**src/rtl/uart_tx_if.sv**
```systemverilog
// Host/serializer-side signal bundle for the UART transmit frame sequencer.
// The master modport is the host/datapath side; slave is the sequencer itself.
interface uart_tx_if;
  logic [7:0] P_DATA;
  logic       DATA_VALID;
  logic       PAR_EN;
  logic       PAR_TYP;
  logic       ser_done;
  logic       ser_en;
  logic [1:0] mux_sel;
  logic       par_bit;
  logic       busy;
  logic       frame_err;

  modport master (
    output P_DATA, DATA_VALID, PAR_EN, PAR_TYP, ser_done,
    input  ser_en, mux_sel, par_bit, busy, frame_err
  );

  modport slave (
    input  P_DATA, DATA_VALID, PAR_EN, PAR_TYP, ser_done,
    output ser_en, mux_sel, par_bit, busy, frame_err
  );
endinterface

```
**src/rtl/uart_tx_ctrl.sv**
```systemverilog
// UART transmit frame sequencer: start, 8 data bits, optional parity, stop.
// Define UART_TX_STOP2_EN to append a second stop bit to every frame.
module uart_tx_ctrl (
  input  logic       CLK,
  input  logic       RST,
  uart_tx_if.slave   tx
);

`ifdef UART_TX_STOP2_EN
  typedef enum logic [2:0] {
    S_IDLE, S_START, S_DATA, S_PARITY, S_STOP, S_STOP2
  } state_t;
`else
  typedef enum logic [2:0] {
    S_IDLE, S_START, S_DATA, S_PARITY, S_STOP
  } state_t;
`endif

  localparam logic [1:0] MUX_START  = 2'b00;
  localparam logic [1:0] MUX_STOP   = 2'b01;
  localparam logic [1:0] MUX_DATA   = 2'b10;
  localparam logic [1:0] MUX_PARITY = 2'b11;
  // The counter holds DATA cycles already completed, so 14 marks the 15th.
  localparam logic [3:0] TMO_LAST   = 4'd14;

  state_t     state_q, state_d;
  logic [3:0] cnt_q;
  logic       err_q;
  logic [7:0] data_q;
  logic       par_en_q;
  logic       par_typ_q;
  logic       accept;
  logic       tmo;

  function automatic logic calc_parity(input logic [7:0] d, input logic odd);
    return odd ? ~^d : ^d;
  endfunction

  assign tmo = (state_q == S_DATA) && !tx.ser_done && (cnt_q == TMO_LAST);

  always_comb begin
    state_d = state_q;
    accept  = 1'b0;
    case (state_q)
      S_IDLE: begin
        if (tx.DATA_VALID) begin
          accept  = 1'b1;
          state_d = S_START;
        end
      end
      S_START: state_d = S_DATA;
      S_DATA: begin
        if (tx.ser_done)
          state_d = par_en_q ? S_PARITY : S_STOP;
        else if (cnt_q == TMO_LAST)
          state_d = S_STOP;
      end
      S_PARITY: state_d = S_STOP;
`ifdef UART_TX_STOP2_EN
      S_STOP: state_d = S_STOP2;
      S_STOP2: begin
        if (tx.DATA_VALID) begin
          accept  = 1'b1;
          state_d = S_START;
        end else begin
          state_d = S_IDLE;
        end
      end
`else
      S_STOP: begin
        if (tx.DATA_VALID) begin
          accept  = 1'b1;
          state_d = S_START;
        end else begin
          state_d = S_IDLE;
        end
      end
`endif
      default: state_d = S_IDLE;
    endcase
  end

  always_ff @(posedge CLK) begin
    if (RST) begin
      state_q   <= S_IDLE;
      cnt_q     <= 4'd0;
      err_q     <= 1'b0;
      data_q    <= 8'd0;
      par_en_q  <= 1'b0;
      par_typ_q <= 1'b0;
    end else begin
      state_q <= state_d;
      cnt_q   <= (state_q == S_DATA) ? cnt_q + 4'd1 : 4'd0;
      err_q   <= tmo;
      if (accept) begin
        data_q    <= tx.P_DATA;
        par_en_q  <= tx.PAR_EN;
        par_typ_q <= tx.PAR_TYP;
      end
    end
  end

  // Moore outputs: decoded from registered state only.
  always_comb begin
    tx.ser_en  = 1'b0;
    tx.mux_sel = MUX_STOP;
    tx.busy    = 1'b1;
    case (state_q)
      S_IDLE:   tx.busy = 1'b0;
      S_START: begin
        tx.mux_sel = MUX_START;
        tx.ser_en  = 1'b1;
      end
      S_DATA: begin
        tx.mux_sel = MUX_DATA;
        tx.ser_en  = 1'b1;
      end
      S_PARITY: tx.mux_sel = MUX_PARITY;
      default:  tx.mux_sel = MUX_STOP;
    endcase
  end

  assign tx.frame_err = err_q;
  assign tx.par_bit   = calc_parity(data_q, par_typ_q);

endmodule

```
**src/flat_wrapper.sv**
```systemverilog
// flat-port wrapper written by rule: the top's interface ports become plain ports
module uart_tx_ctrl_flat 
  (CLK, RST, tx_P_DATA, tx_DATA_VALID, tx_PAR_EN, tx_PAR_TYP, tx_ser_done, tx_ser_en, tx_mux_sel, tx_par_bit, tx_busy, tx_frame_err);
  uart_tx_if tx_i ();
  input  logic CLK;
  input  logic RST;
  input wire logic [$bits(tx_i.P_DATA)-1:0] tx_P_DATA;
  input wire logic [$bits(tx_i.DATA_VALID)-1:0] tx_DATA_VALID;
  input wire logic [$bits(tx_i.PAR_EN)-1:0] tx_PAR_EN;
  input wire logic [$bits(tx_i.PAR_TYP)-1:0] tx_PAR_TYP;
  input wire logic [$bits(tx_i.ser_done)-1:0] tx_ser_done;
  output wire logic [$bits(tx_i.ser_en)-1:0] tx_ser_en;
  output wire logic [$bits(tx_i.mux_sel)-1:0] tx_mux_sel;
  output wire logic [$bits(tx_i.par_bit)-1:0] tx_par_bit;
  output wire logic [$bits(tx_i.busy)-1:0] tx_busy;
  output wire logic [$bits(tx_i.frame_err)-1:0] tx_frame_err;
  assign tx_i.P_DATA = tx_P_DATA;
  assign tx_i.DATA_VALID = tx_DATA_VALID;
  assign tx_i.PAR_EN = tx_PAR_EN;
  assign tx_i.PAR_TYP = tx_PAR_TYP;
  assign tx_i.ser_done = tx_ser_done;
  assign tx_ser_en = tx_i.ser_en;
  assign tx_mux_sel = tx_i.mux_sel;
  assign tx_par_bit = tx_i.par_bit;
  assign tx_busy = tx_i.busy;
  assign tx_frame_err = tx_i.frame_err;
  uart_tx_ctrl u_core (.CLK(CLK), .RST(RST), .tx(tx_i));
endmodule
```
**config.mk**
```make
export PLATFORM = sky130hd
export DESIGN_NAME = uart_tx_ctrl_flat
export DESIGN_NICKNAME = d
export VERILOG_FILES = /design/src/rtl/uart_tx_if.sv /design/src/rtl/uart_tx_ctrl.sv /design/src/flat_wrapper.sv
export SDC_FILE = /design/constraint.sdc
export NUM_CORES = 1
export LEC_CHECK = 0
export BUFFER_PORTS_ARGS = -buffer_cell sky130_fd_sc_hd__buf_2
export CAP_MARGIN = 20
export CORE_MARGIN = 4
export CORE_UTILIZATION = 40
export DETAILED_ROUTE_END_ITERATION = 8
export SLEW_MARGIN = 40
export SYNTH_ARGS = -nofsm -noshare
export SYNTH_HDL_FRONTEND = slang
export SYNTH_SLANG_ARGS = --single-unit
```
**constraint.sdc**
```tcl
create_clock -name CLK -period 1.4 [get_ports CLK]
set_input_delay 0.14 -clock CLK [delete_from_list [all_inputs] [get_ports CLK]]
set_output_delay 0.14 -clock CLK [all_outputs]
set_load 0.01 [all_outputs]
```
# [Word-level counts from Yosys, hierarchy flattened]
# Index checks and enable logic that the tools add are counted.
[classes] n_mux=12 n_bitwise=1 eq_ne=7 n_reduce_logical=10 n_addsub=1
[ops] op="one-hot mux 3 bit (5 select lines)" n=1
[ops] op="two-way mux 3 bit" n=4
[ops] op="XNOR reduction 8 bit" n=1
[ops] op="XOR reduction 8 bit" n=1
[ops] op="== test 3 x 2 -> 1 bit, second input constant" n=2
[ops] op="two-way mux 1 bit" n=6
[ops] op="one-hot mux 2 bit (3 select lines)" n=1
[ops] op="OR reduction 2 bit" n=3
[ops] op="adder 4 x 1 -> 4 bit, second input constant" n=1
[ops] op="== test 4 bit, second input constant" n=1
[ops] op="== test 3 x 1 -> 1 bit, second input constant" n=1
[ops] op="== test 3 bit, second input constant" n=1
[ops] op="logical NOT 3 bit" n=1
[ops] op="!= test 3 bit, second input constant" n=1
[ops] op="logical AND 1 bit" n=2
[ops] op="!= test 2 bit, second input constant" n=1
[ops] op="AND reduction 2 bit" n=1
[ops] op="logical NOT 1 bit" n=1
[ops] op="NOT 1 bit" n=1
[word_totals] register_bits=18 in_bits=14

# [Logic depth before layout (Yosys ltp)]
# Gate-level depths: netlist of the first run.
[depth] word_depth=4 mapped_depth=5 ltp_nobuf=5

# [Worst setup path before layout of the first run]
# No wires, ideal clock.
[synth_timing] path_type="reg2out" start="register u_core.data_q[1]" end="output port tx_par_bit" arrival_ns=1.104 path_buffers=0 stages_incl_launch_ff=4 slack_ns=0.156 cell_sequence="dfxtp_1 > xnor2_1 > xnor3_1 > xnor2_1"
[synth_via] elab_chain_cells=2
[synth_lines] element="start, declared" line_no="uart_tx_ctrl.sv:29" rtl="logic [7:0] data_q;"
[synth_lines] element="start signal, assigned" line_no="uart_tx_ctrl.sv:96" rtl="data_q <= tx.P_DATA;"
[synth_lines] element="XOR reduction 8 bit or XNOR reduction 8 bit (tied branches)" line_no="uart_tx_ctrl.sv:36" rtl="return odd ? ~^d : ^d;"
[synth_lines] element="two-way mux 1 bit (*)" line_no="uart_tx_ctrl.sv:36"
[synth_lines] element="end, declared" line_no="flat_wrapper.sv:14" rtl="output wire logic [$bits(tx_i.par_bit)-1:0] tx_par_bit;"
# Mark *: on every way between the ends. The rest lies on a longest branch, timed or not.

# [Worst setup path in the final report of the first run]
[layout_timing] start="register u_core.data_q[4]" end="output port tx_par_bit"
# Same word-level chain as after synthesis.

==> flow_metrics.py, run 1 <==
metrics = {
    "outcome": {
        "status": "finished, violations left",
        "violations": "setup timing",
    },
    "clock_network": {
        "cts_tree": "done",
        "cts_sinks": 18,
        "htreeDepth": 1,
        "clk_latency_ns": 0.29,
        "cts_buffers": 3,
        "cts-root-buf": "clkbuf_4",
        "hold_buffers": 0,
        "cts_setup_buffers": 0,
        "clkTransAtPathRegs_ns": 0.10,
        "cts_buffer_depth": 2,
    },
    "final_layout": {
        "finalInstanceArea_um2": 946,
        "final_cells": 122,
        "nNetsFinal": 115,
        "multiInputGateArea_um2": 417,
        "diodes": 0,
        "drive_above_1_share_pct": 32.0,
        "fillers": 186,
        "area_delta_synth_final_pct": 21.3,
        "regArea_um2": 365,
    },
    "power": {
        "swShare_pct": 25.9,
        "p_per_area_nw_per_um2": 1080,
        "clkPwrFrac_pct": 24.4,
        "internal_power_mw": 0.760,
        "total_power_mw": 1.03,
        "combPwrFrac_pct": 20.6,
        "vdd_drop_max_uv": 608,
        "p_sw_mw": 0.265,
        "p_leak_nw": 0.424,
        "p_seq_share_pct": 54.9,
    },
    "synthesis": {
        "synthTopCellsByArea": "dfxtp_1, mux2i_1, nor2_1, xnor2_1, ha_1",
        "yosysTopAreaCellShare_pct": 46.2,
        "synthArstFlopShare_pct": 0,
        "syn_nets": 92,
        "synthCells": 76,
        "synth_warnings": 0,
        "synth_most_common_cell": "dfxtp_1",
        "yosys_register_bits": 18,
        "avgSynthCellArea_um2": 10.3,
        "synthTopCellsByCount": "dfxtp_1, nor2_1, mux2i_1, xnor2_1, nand2b_1",
        "ys_seq_area_share_pct": 46.2,
        "synth_area_um2": 779,
        "synth_top_cell_by_area": "dfxtp_1",
        "synth_ff_type": "dfxtp_1",
        "ys_types": 23,
        "synth_edf_count": 0,
    },
    "detailed_routing": {
        "drt-pass1-iter-count": 3,
        "met3_length_um": 77,
        "avgViaCountPerCell": 4.69,
        "routed_wl_um": 1390,
        "wl_per_cell_um": 11.4,
        "drtIter0Drc": 4,
        "ant_nets": 0,
        "wl_met2_um": 683,
        "drt-met1-wl_um": 618,
        "highest_layer": "met4",
        "route.vias.total": 572,
        "drcViolationCount": 0,
    },
    "placement": {
        "dp.cells": 119,
        "dpl_cell_area_um2": 907,
        "place_ws_ns": 0.0632,
        "numPortBuffers": 19,
        "dpl.hpwl_um": 1040,
        "gp_congestion": 0.739,
    },
    "job": {
        "max_cap_violations": 0,
    },
    "setup_path": {
        "crit_required_ns": 1.26,
        "r2r_start": "u_core.state_q[1]$_SDFFE_PP0P_",
        "r2r-end": "u_core.par_typ_q$_SDFFE_PP0P_",
        "reg2reg_setup_slack_ns": 0.24,
        "cp_cell_sequence": "xnor2_2 -> xnor3_1 -> xnor2_1 -> buf_2",
        "slowest_stage": "xnor3_1",
        "path_delay_family": "XOR/XNOR gates",
        "worstPathArrival_ns": 1.46,
        "timing_worst_setup_path_type": "reg2out",
        "max_stage_delay_ns": 0.42,
        "worstRegToRegCells": 4,
        "cp_max_fo": 2,
        "worst-path-buf-inv": 1,
        "end_kind": "output pin",
        "critPathLaunchType": "register",
    },
    "die": {
        "num_rows": 15,
        "ios": 20,
        "die_h_um": 52.1,
        "core-area_um2": 1780,
        "die_w_um": 52.1,
        "dieArea_um2": 2720,
        "initial_core_util_pct": 43.7,
    },
    "timing": {
        "rsz0062_at_grt": "yes",
        "timing.final.ws_setup_ns": -0.205,
        "tightest_slew_ns": 0.227,
        "tns_ns": -0.205,
        "fin_crit_sh_pct": 115,
        "timing.final.hold_violations": 0,
        "period_minus_slack_ns": 1.60,
        "fin_skew_ns": 0.00867,
        "drv_slew": 0,
        "setup_viol_count_final": 1,
        "timing.slew.headroom_pct": 84.9,
        "clock.fmax_mhz": 623,
    },
    "min_path": {
        "min_path_cells": 3,
        "min_to": "u_core.data_q[1]$_SDFFE_PP0P_",
        "hold_class": "in2reg",
        "hold_path.startpoint": "tx_P_DATA[1]",
    },
    "global_routing": {
        "grt_pass1_vias": 529,
        "antenna_found_initial": 0,
        "grt-ovfl-total": 0,
        "grt_max_degree": 14,
        "grt_pass1_wl_um": 2270,
        "grt.total_usage_pct": 11.3,
    },
}
==> power groups by stage <==
stage	combinational, mW	sequential (mW)	clock [mW]
2_1_floorplan	0.149	0.566	0
3_3_place_gp	0.209	0.570	0
3_5_place_dp	0.211	0.572	0
4_1_cts	0.215	0.562	0.261
5_1_grt	0.236	0.568	0.283
6_report	0.212	0.563	0.251
==> layout by cell type, fill, tap and decap left out, types with 3 or more instances in the layout <==
master	netlist	final
mux2i_1	10	10
dfxtp_2	0	4
dfxtp_1	18	14
nor2_1	16	16
clkbuf_4	0	3
nand2b_1	4	4
buf_2	0	19
xnor2_1	5	4
==> layout make-up <==
cell class	instances	share of cell area (%)
multi-input combinational	54	44.0
sequential	18	38.6
timing repair buffer	20	10.8
tap	25	3.31
clock buffer	3	2.38
inverter	2	0.794
==> what timing repair did <==
item | in CTS | in global routing
hold endpoints to repair | 0 | 0
gates resized for setup | 3 | 3
setup endpoints to repair | 1 | 3
pin swaps | 3 | 1
==> per-layer routing <==
layer	global-route usage [%]	vias to the layer above
met2	19.2	10
li1	-	296
met3	5.16	2
met5	0	-
met4	1.28	0
met1	13.3	264
==> stage by stage <==
stage / utilization (%) / hold slack (ns)
floorplan: - / 0.213
global route: 53.1 / 0.0960
detailed placement: 50.9 / 0.386
finish: 53.1 / 0.0810
global placement: 50.9 / 0.378
CTS: 52.7 / 0.0795
==> worst reg2reg max path: cells and delay by family, from the launching register on <==
| family | cells | cell delay (ns) |
|---|---|---|
| multiplexers | 1 | 0.22 |
| buffers and inverters | 1 | 0.24 |
| AND/OR/NAND/NOR | 2 | 0.23 |
| flip-flops | 1 | 0.37 |
==> kinds of logic (layout without fill, tap and decap cells) <==
logic type      after synthesis  after routing  synth area share (%)
mux                          10             10                  12.8
flops                        18             18                  46.2
buf+inv                       4             25                  2.41
xor+xnor                      9              9                  12.8
simple gates                 30             30                  19.9
fa+ha+maj                     2              2                  3.21
compound gates                3              3                  2.57
==> state kept, by name, indices dropped and copies added (netlist names) <==
register	cells
u_core.data_q	8
u_core.par_en_q	1
u_core.par_typ_q	1
u_core.cnt_q	4
u_core.state_q	3
u_core.tx.frame_err	1
==> worst max-delay path by stage <==
stage / startpoint / end / cells past startpoint / slack (ns)
floorplan: u_core.data_q[1]$_SDFFE_PP0P_ / tx_par_bit / 3 / 0.16
global placement: u_core.data_q[1]$_SDFFE_PP0P_ / tx_par_bit / 4 / 0.09
detailed placement: u_core.data_q[1]$_SDFFE_PP0P_ / tx_par_bit / 4 / 0.06
CTS: u_core.data_q[4]$_SDFFE_PP0P_ / tx_par_bit / 4 / -0.23
global route: u_core.data_q[4]$_SDFFE_PP0P_ / tx_par_bit / 4 / -0.33
finish: u_core.data_q[4]$_SDFFE_PP0P_ / tx_par_bit / 4 / -0.20
(Power assumes the default switching activity.)
==> run 2: changes to the inputs <==
Settings changed: BUFFER_PORTS_ARGS -buffer_cell sky130_fd_sc_hd__buf_2 to default, DONT_BUFFER_PORTS from default to 1.
==> run 2 against run 1 <==
- the flow still finishes with violations (setup timing)
- maximum frequency up 4.3%
- wire length down 3.7%
- critical endpoint unchanged
- clock skew down 0.0065 ns
- largest cell class unchanged
- highest routed layer is now met3
==> flow_metrics.py, run 2 (same netlist as run 1, synthesis figures left out) <==
metrics = {
    "timing": {
        "clock.fmax_mhz": 650,
        "fin_crit_sh_pct": 110,
        "rsz0062_at_grt": "yes",
        "tightest_slew_ns": 0.427,
        "timing.slew.headroom_pct": 71.5,
        "drv_slew": 0,
        "fin_skew_ns": 0.00220,
        "timing.final.ws_setup_ns": -0.138,
        "period_minus_slack_ns": 1.54,
        "setup_viol_count_final": 1,
        "timing.final.hold_violations": 0,
    },
    "detailed_routing": {
        "drt-pass1-iter-count": 2,
        "avgViaCountPerCell": 4.71,
        "ant_nets": 0,
        "route.vias.total": 504,
        "wl_per_cell_um": 12.5,
        "drcViolationCount": 0,
        "drtIter0Drc": 1,
        "routed_wl_um": 1340,
    },
    "setup_path": {
        "crit_end": "tx_par_bit",
        "crit_required_ns": 1.26,
        "r2r-end": "u_core.data_q[1]$_SDFFE_PP0P_",
        "worstPathArrival_ns": 1.40,
        "worstRegToRegCells": 4,
        "crit_start": "u_core.data_q[2]$_SDFFE_PP0P_",
        "critPathLaunchType": "register",
        "cp_max_fo": 2,
        "r2r_start": "u_core.state_q[1]$_SDFFE_PP0P_",
        "end_kind": "output pin",
        "timing_worst_setup_path_type": "reg2out",
        "reg2reg_setup_slack_ns": 0.11,
    },
    "min_path": {
        "hold_class": "in2reg",
        "hold_path.startpoint": "tx_P_DATA[6]",
    },
    "final_layout": {
        "diodes": 0,
        "largest_reg_flops": 8,
        "nNetsFinal": 99,
        "fillers": 177,
        "area_delta_synth_final_pct": 14.3,
        "final_util_pct": 50.0,
        "reg.largest.list": "u_core.data_q x8, u_core.cnt_q x4, u_core.state_q x3",
        "regMostFlops": "u_core.data_q",
        "layout_common_cells": "nor2_1, dfxtp_1, mux2i_1",
        "drive_above_1_share_pct": 15.9,
        "final_cells": 107,
    },
    "die": {
        "die_h_um": 52.1,
        "initial_core_util_pct": 43.7,
        "num_rows": 15,
        "die_w_um": 52.1,
        "ios": 20,
        "dieArea_um2": 2720,
        "core-area_um2": 1780,
    },
    "clock_network": {
        "cts_buffers": 3,
        "htreeDepth": 1,
        "cts_sinks": 18,
        "clkTransAtPathRegs_ns": 0.10,
        "cts_setup_buffers": 0,
        "clk_latency_ns": 0.28,
        "cts_buffer_depth": 2,
        "cts-root-buf": "clkbuf_4",
        "cts_tree": "done",
    },
    "global_routing": {
        "grt-ovfl-total": 0,
        "busiest_layer": "met2",
        "grt_max_degree": 12,
        "use_met1_pct": 16.0,
        "grt.total_usage_pct": 11.2,
        "antenna_found_initial": 0,
        "gr-usage-met3_pct": 4.01,
        "grt_use_met2_pct": 16.7,
        "grt_pass1_vias": 513,
        "grt_pass1_wl_um": 2330,
    },
    "placement": {
        "dp.cells": 102,
        "place_ws_ns": 0.100,
        "gp_congestion": 0.708,
        "numPortBuffers": 0,
        "dpl.hpwl_um": 991,
    },
    "job": {
        "max_cap_violations": 0,
    },
    "power": {
        "p_leak_nw": 0.371,
        "p_per_area_nw_per_um2": 1200,
        "vdd_drop_max_uv": 720,
    },
    "outcome": {
        "violations": "setup timing",
        "status": "finished, violations left",
    },
}
==> run 2: changes by cell type in the layout (fill, tap and decap cells not counted), sizes merged <==
| cell | change |
|---|---|
| dlygate4sd3 | +1 |
| clkbuf | +1 |
| buf | -17 |
==> run 2: layout make-up <==
cell class | instances | area [um^2] | area share [%]
Clock buffer | 4 | 36.3 | 4.07
Inverter | 2 | 7.51 | 0.843
Multi-Input combinational cell | 54 | 417 | 46.8
Sequential cell | 18 | 363 | 40.7
Tap cell | 25 | 31.3 | 3.51
Timing Repair Buffer | 4 | 36.3 | 4.07
==> run 2: worst min-delay path by stage <==
stage	slack (ns)	cells after the start	endpoint
2_1_floorplan	0.21	1	u_core.state_q[1]$_SDFFE_PP0P_
5_1_grt	0.02	2	u_core.data_q[2]$_SDFFE_PP0P_
3_5_place_dp	0.22	1	u_core.data_q[1]$_SDFFE_PP0P_
6_report	0.004	2	u_core.data_q[6]$_SDFFE_PP0P_
4_1_cts	0.003	2	u_core.data_q[6]$_SDFFE_PP0P_
3_3_place_gp	0.21	1	u_core.par_en_q$_SDFFE_PP0P_
==> run 2: layer usage <==
layer	vias to the layer above	share of wire, %	wire, um
li1	267	-	-
met1	230	48	646
met2	7	47	622
met3	0	5.1	68
met4	0	0	0
met5	-	0	0
==> run 2: critical path: stages (launching register included) <==
cell and delay (ns):
dfxtp_2 0.33, xnor2_1 0.14, xnor3_1 0.44, xnor2_2 0.20
==> run 2: timing repair <==
item,4_1_cts,5_1_grt
endpoints found under the setup margin,1,6
endpoints found under the hold margin,11,0
resized for setup,3,2
pin swaps,2,0
hold buffers,1,0
==> run 2: per-stage QoR <==
| stage | instance area, um^2 | total power, mW | hold slack, ns | setup TNS [ns] |
|---|---|---|---|---|
| 5_1_grt | 891 | 1.12 | 0.0161 | -0.205 |
| 2_1_floorplan | 779 | 0.715 | 0.213 | 0 |
| 4_1_cts | 883 | 1.08 | 0.00318 | -0.163 |
| 3_5_place_dp | 827 | 0.741 | 0.216 | 0 |
| 3_3_place_gp | 827 | 0.739 | 0.215 | 0 |
| 6_report | 891 | 1.07 | 0.00442 | -0.138 |
==> run 2: where the power goes <==
group	internal, mW	switching [mW]	leakage, nW
combinational	0.107	0.0880	0.202
sequential	0.539	0.0223	0.148
clock	0.158	0.152	0.0210
